[config.mk]
export PLATFORM = sky130hd
export DESIGN_NAME = phase_sequencer
export DESIGN_NICKNAME = d
export VERILOG_FILES = /design/src/rtl/phase_seq_pkg.sv /design/src/rtl/dwell_timer.sv /design/src/rtl/phase_sequencer.sv
export SDC_FILE = /design/constraint.sdc
export NUM_CORES = 1
export LEC_CHECK = 0
export ABC_AREA = 1
export BUFFER_PORTS_ARGS = -buffer_cell sky130_fd_sc_hd__buf_2
export CORE_MARGIN = 10
export CORE_UTILIZATION = 50
export DETAILED_ROUTE_END_ITERATION = 8
export PLACE_DENSITY_LB_ADDON = 0.15
export REMOVE_ABC_BUFFERS = 1
export SYNTH_ARGS = -nofsm -noshare
export SYNTH_HDL_FRONTEND = slang
export SYNTH_SLANG_ARGS = --single-unit
export TNS_END_PERCENT = 100
[constraint.sdc]
create_clock -name CLK -period 3.9 [get_ports CLK]
set_input_delay 0.39 -clock CLK [delete_from_list [all_inputs] [get_ports CLK]]
set_output_delay 0.39 -clock CLK [all_outputs]
set_load 0.02 [all_outputs]
[src/rtl/phase_seq_pkg.sv]
// ----------------------------------------------------------------------------
// phase_seq_pkg : shared phase encodings and dwell helpers.  Rev 1.0
// ----------------------------------------------------------------------------
`default_nettype none
package phase_seq_pkg;

  localparam int NUM_PHASES = 6;

  localparam int IDX_IDLE = 0;
  localparam int IDX_P1   = 1;
  localparam int IDX_P2   = 2;
  localparam int IDX_P3   = 3;
  localparam int IDX_P4   = 4;
  localparam int IDX_P5   = 5;

  typedef enum logic [NUM_PHASES-1:0] {
    PH_IDLE = 6'b000001,
    PH_P1   = 6'b000010,
    PH_P2   = 6'b000100,
    PH_P3   = 6'b001000,
    PH_P4   = 6'b010000,
    PH_P5   = 6'b100000
  } phase_e;

  // A dwell of zero would leave a phase invisible, so it behaves as one cycle.
  function automatic int unsigned clamp_dwell(input int unsigned d);
    return (d == 0) ? 32'd1 : d;
  endfunction

endpackage
`default_nettype wire

[src/rtl/dwell_timer.sv]
// ----------------------------------------------------------------------------
// dwell_timer : loadable down-counter with hold, clear and zero flag.  Rev 1.0
// ----------------------------------------------------------------------------
`default_nettype none
module dwell_timer #(
  parameter int CNT_W = 8
) (
  input  logic             clk_i,
  input  logic             rst_ni,
  input  logic             load_i,
  input  logic [CNT_W-1:0] load_val_i,
  input  logic             hold_i,
  input  logic             clear_i,
  output logic             zero_o
);

  logic [CNT_W-1:0] count_q;
  logic [CNT_W-1:0] count_d;

  // Clear beats hold beats load; the count rests at zero rather than wrapping.
  always_comb begin
    count_d = count_q;
    if (clear_i) begin
      count_d = '0;
    end else if (hold_i) begin
      count_d = count_q;
    end else if (load_i) begin
      count_d = load_val_i;
    end else if (count_q != '0) begin
      count_d = count_q - CNT_W'(1);
    end
  end

  always_ff @(posedge clk_i or negedge rst_ni) begin
    if (!rst_ni) begin
      count_q <= '0;
    end else begin
      count_q <= count_d;
    end
  end

  assign zero_o = (count_q == '0);

endmodule
`default_nettype wire

[src/rtl/phase_sequencer.sv]
// ----------------------------------------------------------------------------
// phase_sequencer : one-hot six-phase controller with programmable dwell.
// Optional sticky ERR output when PHASE_SEQ_ERR_EN is defined.  Rev 1.0
// ----------------------------------------------------------------------------
`default_nettype none
module phase_sequencer
  import phase_seq_pkg::*;
#(
  parameter int          CNT_W = 8,
  parameter int unsigned D1    = 4,
  parameter int unsigned D2    = 2,
  parameter int unsigned D3    = 3,
  parameter int unsigned D4    = 3,
  parameter int unsigned D5    = 2
) (
  input  logic       CLK,
  input  logic       RESET,
  input  logic       RUN,
  input  logic       SKIP,
  input  logic       HOLD,
  input  logic       ABORT,
  output logic [5:0] PHASE,
  output logic       BUSY,
  output logic       CYC_DONE,
  output logic [7:0] CYCLE_CNT
`ifdef PHASE_SEQ_ERR_EN
  ,
  output logic       ERR
`endif
);

  localparam logic [CNT_W-1:0] c_LD1 = CNT_W'(clamp_dwell(D1) - 1);
  localparam logic [CNT_W-1:0] c_LD2 = CNT_W'(clamp_dwell(D2) - 1);
  localparam logic [CNT_W-1:0] c_LD3 = CNT_W'(clamp_dwell(D3) - 1);
  localparam logic [CNT_W-1:0] c_LD4 = CNT_W'(clamp_dwell(D4) - 1);
  localparam logic [CNT_W-1:0] c_LD5 = CNT_W'(clamp_dwell(D5) - 1);

  logic [NUM_PHASES-1:0] phase_q, phase_d;
  logic                  busy_q;
  logic                  done_q, done_d;
  logic [7:0]            cnt_q, cnt_d;
  logic                  tmr_load, tmr_hold, tmr_clear, tmr_zero;
  logic [CNT_W-1:0]      tmr_val;
  logic                  legal;
`ifdef PHASE_SEQ_ERR_EN
  logic                  err_q, err_d;
`endif

  assign legal    = $onehot(phase_q);
  assign tmr_hold = HOLD;

  dwell_timer #(
    .CNT_W (CNT_W)
  ) u_timer (
    .clk_i      (CLK),
    .rst_ni     (RESET),
    .load_i     (tmr_load),
    .load_val_i (tmr_val),
    .hold_i     (tmr_hold),
    .clear_i    (tmr_clear),
    .zero_o     (tmr_zero)
  );

  always_comb begin
    phase_d   = phase_q;
    done_d    = 1'b0;
    cnt_d     = cnt_q;
    tmr_load  = 1'b0;
    tmr_val   = '0;
    tmr_clear = 1'b0;
`ifdef PHASE_SEQ_ERR_EN
    err_d     = err_q;
`endif
    if (!legal) begin
      phase_d   = PH_IDLE;
      tmr_clear = 1'b1;
`ifdef PHASE_SEQ_ERR_EN
      err_d     = 1'b1;
`endif
    end else if (ABORT) begin
      phase_d   = PH_IDLE;
      tmr_clear = 1'b1;
    end else if (!HOLD) begin
      // A phase advances on the edge where its timer has already reached zero.
      case (phase_q)
        PH_IDLE: if (RUN) begin
          phase_d  = PH_P1;
          tmr_load = 1'b1;
          tmr_val  = c_LD1;
        end
        PH_P1: if (tmr_zero) begin
          phase_d  = PH_P2;
          tmr_load = 1'b1;
          tmr_val  = c_LD2;
        end
        PH_P2: if (tmr_zero) begin
          tmr_load = 1'b1;
          if (SKIP) begin
            phase_d = PH_P5;
            tmr_val = c_LD5;
          end else begin
            phase_d = PH_P3;
            tmr_val = c_LD3;
          end
        end
        PH_P3: if (tmr_zero) begin
          phase_d  = PH_P4;
          tmr_load = 1'b1;
          tmr_val  = c_LD4;
        end
        PH_P4: if (tmr_zero) begin
          phase_d  = PH_P5;
          tmr_load = 1'b1;
          tmr_val  = c_LD5;
        end
        PH_P5: if (tmr_zero) begin
          done_d = 1'b1;
          cnt_d  = cnt_q + 8'd1;
          if (RUN) begin
            phase_d  = PH_P1;
            tmr_load = 1'b1;
            tmr_val  = c_LD1;
          end else begin
            phase_d = PH_IDLE;
          end
        end
        default: phase_d = PH_IDLE;
      endcase
    end
  end

  always_ff @(posedge CLK or negedge RESET) begin
    if (!RESET) begin
      phase_q <= PH_IDLE;
      busy_q  <= 1'b0;
      done_q  <= 1'b0;
      cnt_q   <= 8'd0;
`ifdef PHASE_SEQ_ERR_EN
      err_q   <= 1'b0;
`endif
    end else begin
      phase_q <= phase_d;
      busy_q  <= ~phase_d[IDX_IDLE];
      done_q  <= done_d;
      cnt_q   <= cnt_d;
`ifdef PHASE_SEQ_ERR_EN
      err_q   <= err_d;
`endif
    end
  end

  assign PHASE     = phase_q;
  assign BUSY      = busy_q;
  assign CYC_DONE  = done_q;
  assign CYCLE_CNT = cnt_q;
`ifdef PHASE_SEQ_ERR_EN
  assign ERR       = err_q;
`endif

endmodule
`default_nettype wire

==> flow_summary.ini, run 1 <==
[status]
outcome = finished clean

[floorplanning]
die_h_um = 79.0
dieWidth_um = 79.0
ioPinCount = 22
die-area_sq_mm = 0.00623
core_sq_mm = 0.00334
initial_core_util_pct = 52.1
rows = 21

[critical_path]
critPathArrivalTime_ns = 3.72
cp-start-kind = flop
crit_type = reg -> reg
crit_fanout = 7
worst_ep_required_time_ns = 4.11
setup.worst_path.end_class = flop

[grt]
grt_max_degree = 25
antenna_found_initial = 0
grt.met3_usage_pct = 3.04
grt_overflow = 0
use_met1_pct = 15.5
grt_pass1_vias = 1347
grt_use_met2_pct = 18.7
grt_first_pass_wirelength_um = 6110
grt-busiest-layer = met2
grt_use_total_pct = 11.7

[yosys]
synthMuxAreaShare_pct = 0
ys_warn_count = 0
ys_seq_area_share_pct = 34.6
synthTopCellsByCount = nand2_1, inv_1, dfrtp_1, nor2_1, nand3_1
synth_top_family_by_area = simple AND/OR/NAND/NOR gates
synth_top_area_cell = dfrtp_1
syn_inst = 209
ys_seq_elements = 24
synth_most_common_cell = nand2_1
postSynthAreaPerCell_sq_um = 8.32
synthFlopType = dfrtp_1
netlist_area_sq_mm = 0.00174
synth-edff-count = 0
synthAdderAreaFrac_pct = 8.50
synth_compound_area_share_pct = 4.82
async_flop_share_pct = 100
yosys.area_share.simple_pct = 39.7
synth_xor_area_share_pct = 5.04
synth.top_cell.area_share_pct = 33.1
synth_cell_types = 32
synth_area_leaders = dfrtp_1, nand2_1, inv_1, ha_1, nand3_1

[hold_path]
hp-class = in -> async

[clocking]
cts_tree = yes
cts_htree_levels = 1
cts_hold_buf = 0
clockBufferDepth = 2
cts_sinks = 24
cts_resized = 0
cts_buffers = 3
post_cts_buffers = 0
cts_root_buf = clkbuf_4
clk_latency_ns = 0.32
cts.clk_slew.worst_paths_ns = 0.14

[route]
dr.pass1.iters = 4
first_iter_violations = 95
via_count = 1397
avgRoutedWirePerCell_um = 12.7
viasPerCell = 4.99
wl_um = 3550
drc = 0
drt.antenna.violating_nets = 0

[run]
maxCapViolCount = 0

[pwr]
p_per_area_mw_per_mm2 = 624
p_leak_nw = 1.11
vdd_ir_drop_max_v = 0.000461

[final_layout]
syn_to_final_growth_pct = 11.4
fin_cells = 280
nets = 251
antenna_cells = 0
layout-drive-gt1-share_pct = 25.6

[timing]
tightest_slew_ns = 0.530
finClkSkew_ns = 0.0127
fmax_mhz = 285
whs_ns = 0.0205
hold_viol = 0
final.setup.tns_ns = 0
fin_crit_ns = 3.51
drv_slew = 0
rsz0062_at_grt = no
relSlewSlack_pct = 64.7
setup_viol = 0
period_share_pct = 90.0

[place]
hpwl_um = 2910
portBuffers = 21
placed_cells = 276
gp_congestion = 0.852
-- state kept, by name, indices dropped and copies added, names as in the netlist --
name             count
PHASE                6
CYC_DONE             1
u_timer.count_q      8
CYCLE_CNT            8
BUSY                 1
-- final timing paths --
check | from | to | slack (ns) | cells after the start
hold reg to reg | CYCLE_CNT[4] | CYCLE_CNT[4] | 0.49 | 1
hold / removal | RESET | PHASE[4] | 0.02 | 1
setup reg to reg | PHASE[0] | CYCLE_CNT[7] | 0.39 | 16
min in group CLK | SKIP | PHASE[3] | 0.40 | 3
setup / recovery | PHASE[0] | CYCLE_CNT[7] | 0.39 | 16
max in group asynchronous | RESET | CYCLE_CNT[1] | 3.51 | 1
-- per-layer routing --
layer  share of wire (%)  vias to the layer above
met5                   0                        -
met4                0.45                        0
met3                 6.3                        2
met2                  46                       32
met1                  47                      646
li1                    -                      717
-- layout make-up --
cell class                      instances  area (sq um)
Fill cell                             324          1400
Multi-Input combinational cell        151          1010
Sequential cell                        24           602
Inverter                               34           128
Timing Repair Buffer                   21           105
Tap cell                               46          57.6
Clock buffer                            4          36.3
-- metrics by stage --
| step | cell area (sq um) | worst slack [ns] | util, % | power, mW |
|---|---|---|---|---|
| finish | 1940 | 0.390 | 58.0 | 1.21 |
| global route | 1940 | 0.192 | 58.0 | 1.32 |
| CTS | 1940 | 0.368 | 58.0 | 1.22 |
| detailed placement | 1900 | 0.395 | 57.0 | 1.08 |
| global placement | 1900 | 0.486 | 57.0 | 1.07 |
| floorplan | 1740 | 0.558 | - | 0.940 |
-- kinds of logic (layout without fill, tap and decap cells) --
kind of cell	after synthesis	count (layout)
compound gates	14	14
xor+xnor	10	10
fa+ha+maj	10	10
buf+inv	34	59
flops	24	24
simple gates	117	117
-- cell usage in the layout, fill, tap and decap left out, types with 3 or more instances in the layout --
cell,instances
nand2_1,41
inv_1,29
dfrtp_1,23
buf_2,21
nor2_1,20
nand3_1,16
xor2_1,9
nand2_2,7
ha_1,7
nand4_1,6
inv_2,5
nor2_2,4
o21ai_1,4
nor2_4,3
nor2_8,3
nand3_4,3
nand2_4,3
a21oi_1,3
nand3b_1,3
fa_1,3
clkbuf_4,3
-- power breakdown --
group / switching [mW] / internal [mW]
Sequential: 0.0430 / 0.296
Combinational: 0.492 / 0.243
Clock: 0.0768 / 0.0570
Total: 0.612 / 0.596
-- worst max-delay path, cell delays in order (launching register included) --
cell,delay (ns)
dfstp_2,0.60
inv_1,0.10
fa_1,0.51
fa_1,0.50
inv_1,0.04
ha_1,0.18
fa_1,0.44
inv_1,0.08
nand2_2,0.10
nor2_8,0.17
nand2_4,0.11
nor2_8,0.13
nand2_4,0.08
nor2_4,0.10
nand2_2,0.08
o21ai_1,0.12
nand2_1,0.05
Power figures use the tool's default switching activity.
==> run 2, diff against run 1 <==
- PLACE_DENSITY: not set -> 0.7
- PLACE_DENSITY_LB_ADDON: 0.15 -> not set
- clock period: 3.9 -> 3.85 ns (I/O delays scaled with it)
==> run 2 against run 1 <==
Setup slack improved by 0.014 ns; power grew 5.3%; cell count stayed put; clock-buffer cell count fell by 1; final area rose by 0.84%; critical endpoint unchanged; via count down 1.1%; hold slack improved by 0.0039 ns; non-clock buffer count is the same; clock skew fell by 0.0071 ns; register-to-register slack about the same; routed wire length down 0.31%; maximum frequency grew 1.9%.
==> flow_summary.ini, run 2 (same netlist as run 1, synthesis figures left out) <==
[final_layout]
syn_to_final_growth_pct = 12.4
antenna_cells = 0
fin_cells = 280
final_common_cell = nand2_1
nets = 251
layout-drive-gt1-share_pct = 25.6
layout_common_cells = nand2_1, inv_1, dfrtp_1, buf_2, nor2_1
postLayoutCoreUtil_pct = 58.5

[clocking]
cts_htree_levels = 1
cts_resized = 0
cts.clk_slew.worst_paths_ns = 0.13
clk_latency_ns = 0.32
cts_hold_buf = 0
clockBufferDepth = 2
cts_root_buf = clkbuf_4
cts_tree = yes
post_cts_buffers = 0
cts_sinks = 24
cts_buffers = 3

[route]
via_count = 1381
wl_um = 3540
viasPerCell = 4.93
drt.antenna.violating_nets = 0
first_iter_violations = 121
avgRoutedWirePerCell_um = 12.6
dr.pass1.iters = 4
drc = 0

[pwr]
p_sw_mw = 0.622
vdd_ir_drop_max_v = 0.000506
clkPwrFrac_pct = 14.4
combPwrFrac_pct = 58.7
switching_share_pct = 48.9
power.total_mw = 1.27
p_per_area_mw_per_mm2 = 651
p_leak_nw = 1.12
p_int_mw = 0.651
seqPwrFrac_pct = 26.9

[timing]
rsz0062_at_grt = no
fin_crit_ns = 3.45
hold_viol = 0
fmax_mhz = 290
drv_slew = 0
period_share_pct = 89.5
setup_slack_ns = 0.404
tightest_slew_ns = 0.547
finClkSkew_ns = 0.00558
relSlewSlack_pct = 63.5
setup_viol = 0
final.setup.tns_ns = 0

[critical_path]
worst_ep_required_time_ns = 4.08
crit_type = reg -> reg
crit_chain = inv_1 > fa_1 > fa_1 > inv_1 > ha_1 > fa_1 > inv_1 > nand2_2 > nor2_8 > nand2_4 > nor2_8 > nand2_4 > nor2_4 > nand2_2 > o21ai_1 > nand2_1
critical-path-top-delay-family = adder cells
crit_fanout = 7
r2r_cells = 16
cp-start-kind = flop
cp_slowest_cell = dfstp_2
worst-path-stages = 16
critPathArrivalTime_ns = 3.68
setup.worst_path.end_class = flop
cpPeakStageDelay_ns = 0.58
worst-path-buf-inv = 3

[grt]
grt_first_pass_wirelength_um = 6320
antenna_found_initial = 0
grt_max_degree = 25
grt_use_total_pct = 12.2
grt_pass1_vias = 1381
grt_overflow = 0

[place]
placed_cells = 276
portBuffers = 21
hpwl_um = 2950
gp_congestion = 0.980
dp_slack_ns = 0.405

[floorplanning]
die_h_um = 79.0
rows = 21
dieWidth_um = 79.0
ioPinCount = 22
initial_core_util_pct = 52.1
core_sq_mm = 0.00334
die-area_sq_mm = 0.00623

[hold_path]
hp-class = in -> async

[run]
maxCapViolCount = 0

[status]
outcome = finished clean
run 2: metal layers:
metal	track usage (%)	wire length, um	vias up
li1	-	-	721
met1	15.4	1620	628
met2	20.2	1680	30
met3	3.04	207	2
met4	3.58	29	0
met5	0	0	-
run 2: layout make-up:
class	instances	area, sq um
fill	326	1380
multi-input combinational	151	1010
sequential	24	602
inverter	34	128
timing repair buffer	21	105
tap	46	57.6
clock inverter	1	30.0
clock buffer	3	22.5
run 2: stage by stage:
stage / cell area, sq um / hold slack (ns)
after floorplan: 1740 / 0.0894
after global placement: 1900 / 0.405
after detailed placement: 1900 / 0.402
after CTS: 1950 / 0.0302
after global routing: 1950 / 0.0479
final: 1950 / 0.0244
run 2: power groups by stage:
stage | registers [mW] | clock network [mW] | logic, mW
final | 0.342 | 0.184 | 0.747
after CTS | 0.342 | 0.190 | 0.748
after global routing | 0.350 | 0.198 | 0.860
after detailed placement | 0.347 | 0 | 0.743
after global placement | 0.347 | 0 | 0.742
after floorplan | 0.352 | 0 | 0.600
run 2: final timing paths:
check | startpoint | end | slack [ns]
worst max-delay path | PHASE[0] | CYCLE_CNT[7] | 0.40
worst min-delay path | RESET | CYCLE_CNT[2] | 0.02
worst max register to register | PHASE[0] | CYCLE_CNT[7] | 0.40
worst min register to register | CYCLE_CNT[6] | CYCLE_CNT[6] | 0.50
max in group asynchronous | RESET | PHASE[0] | 3.45
min in group CLK | SKIP | PHASE[3] | 0.38
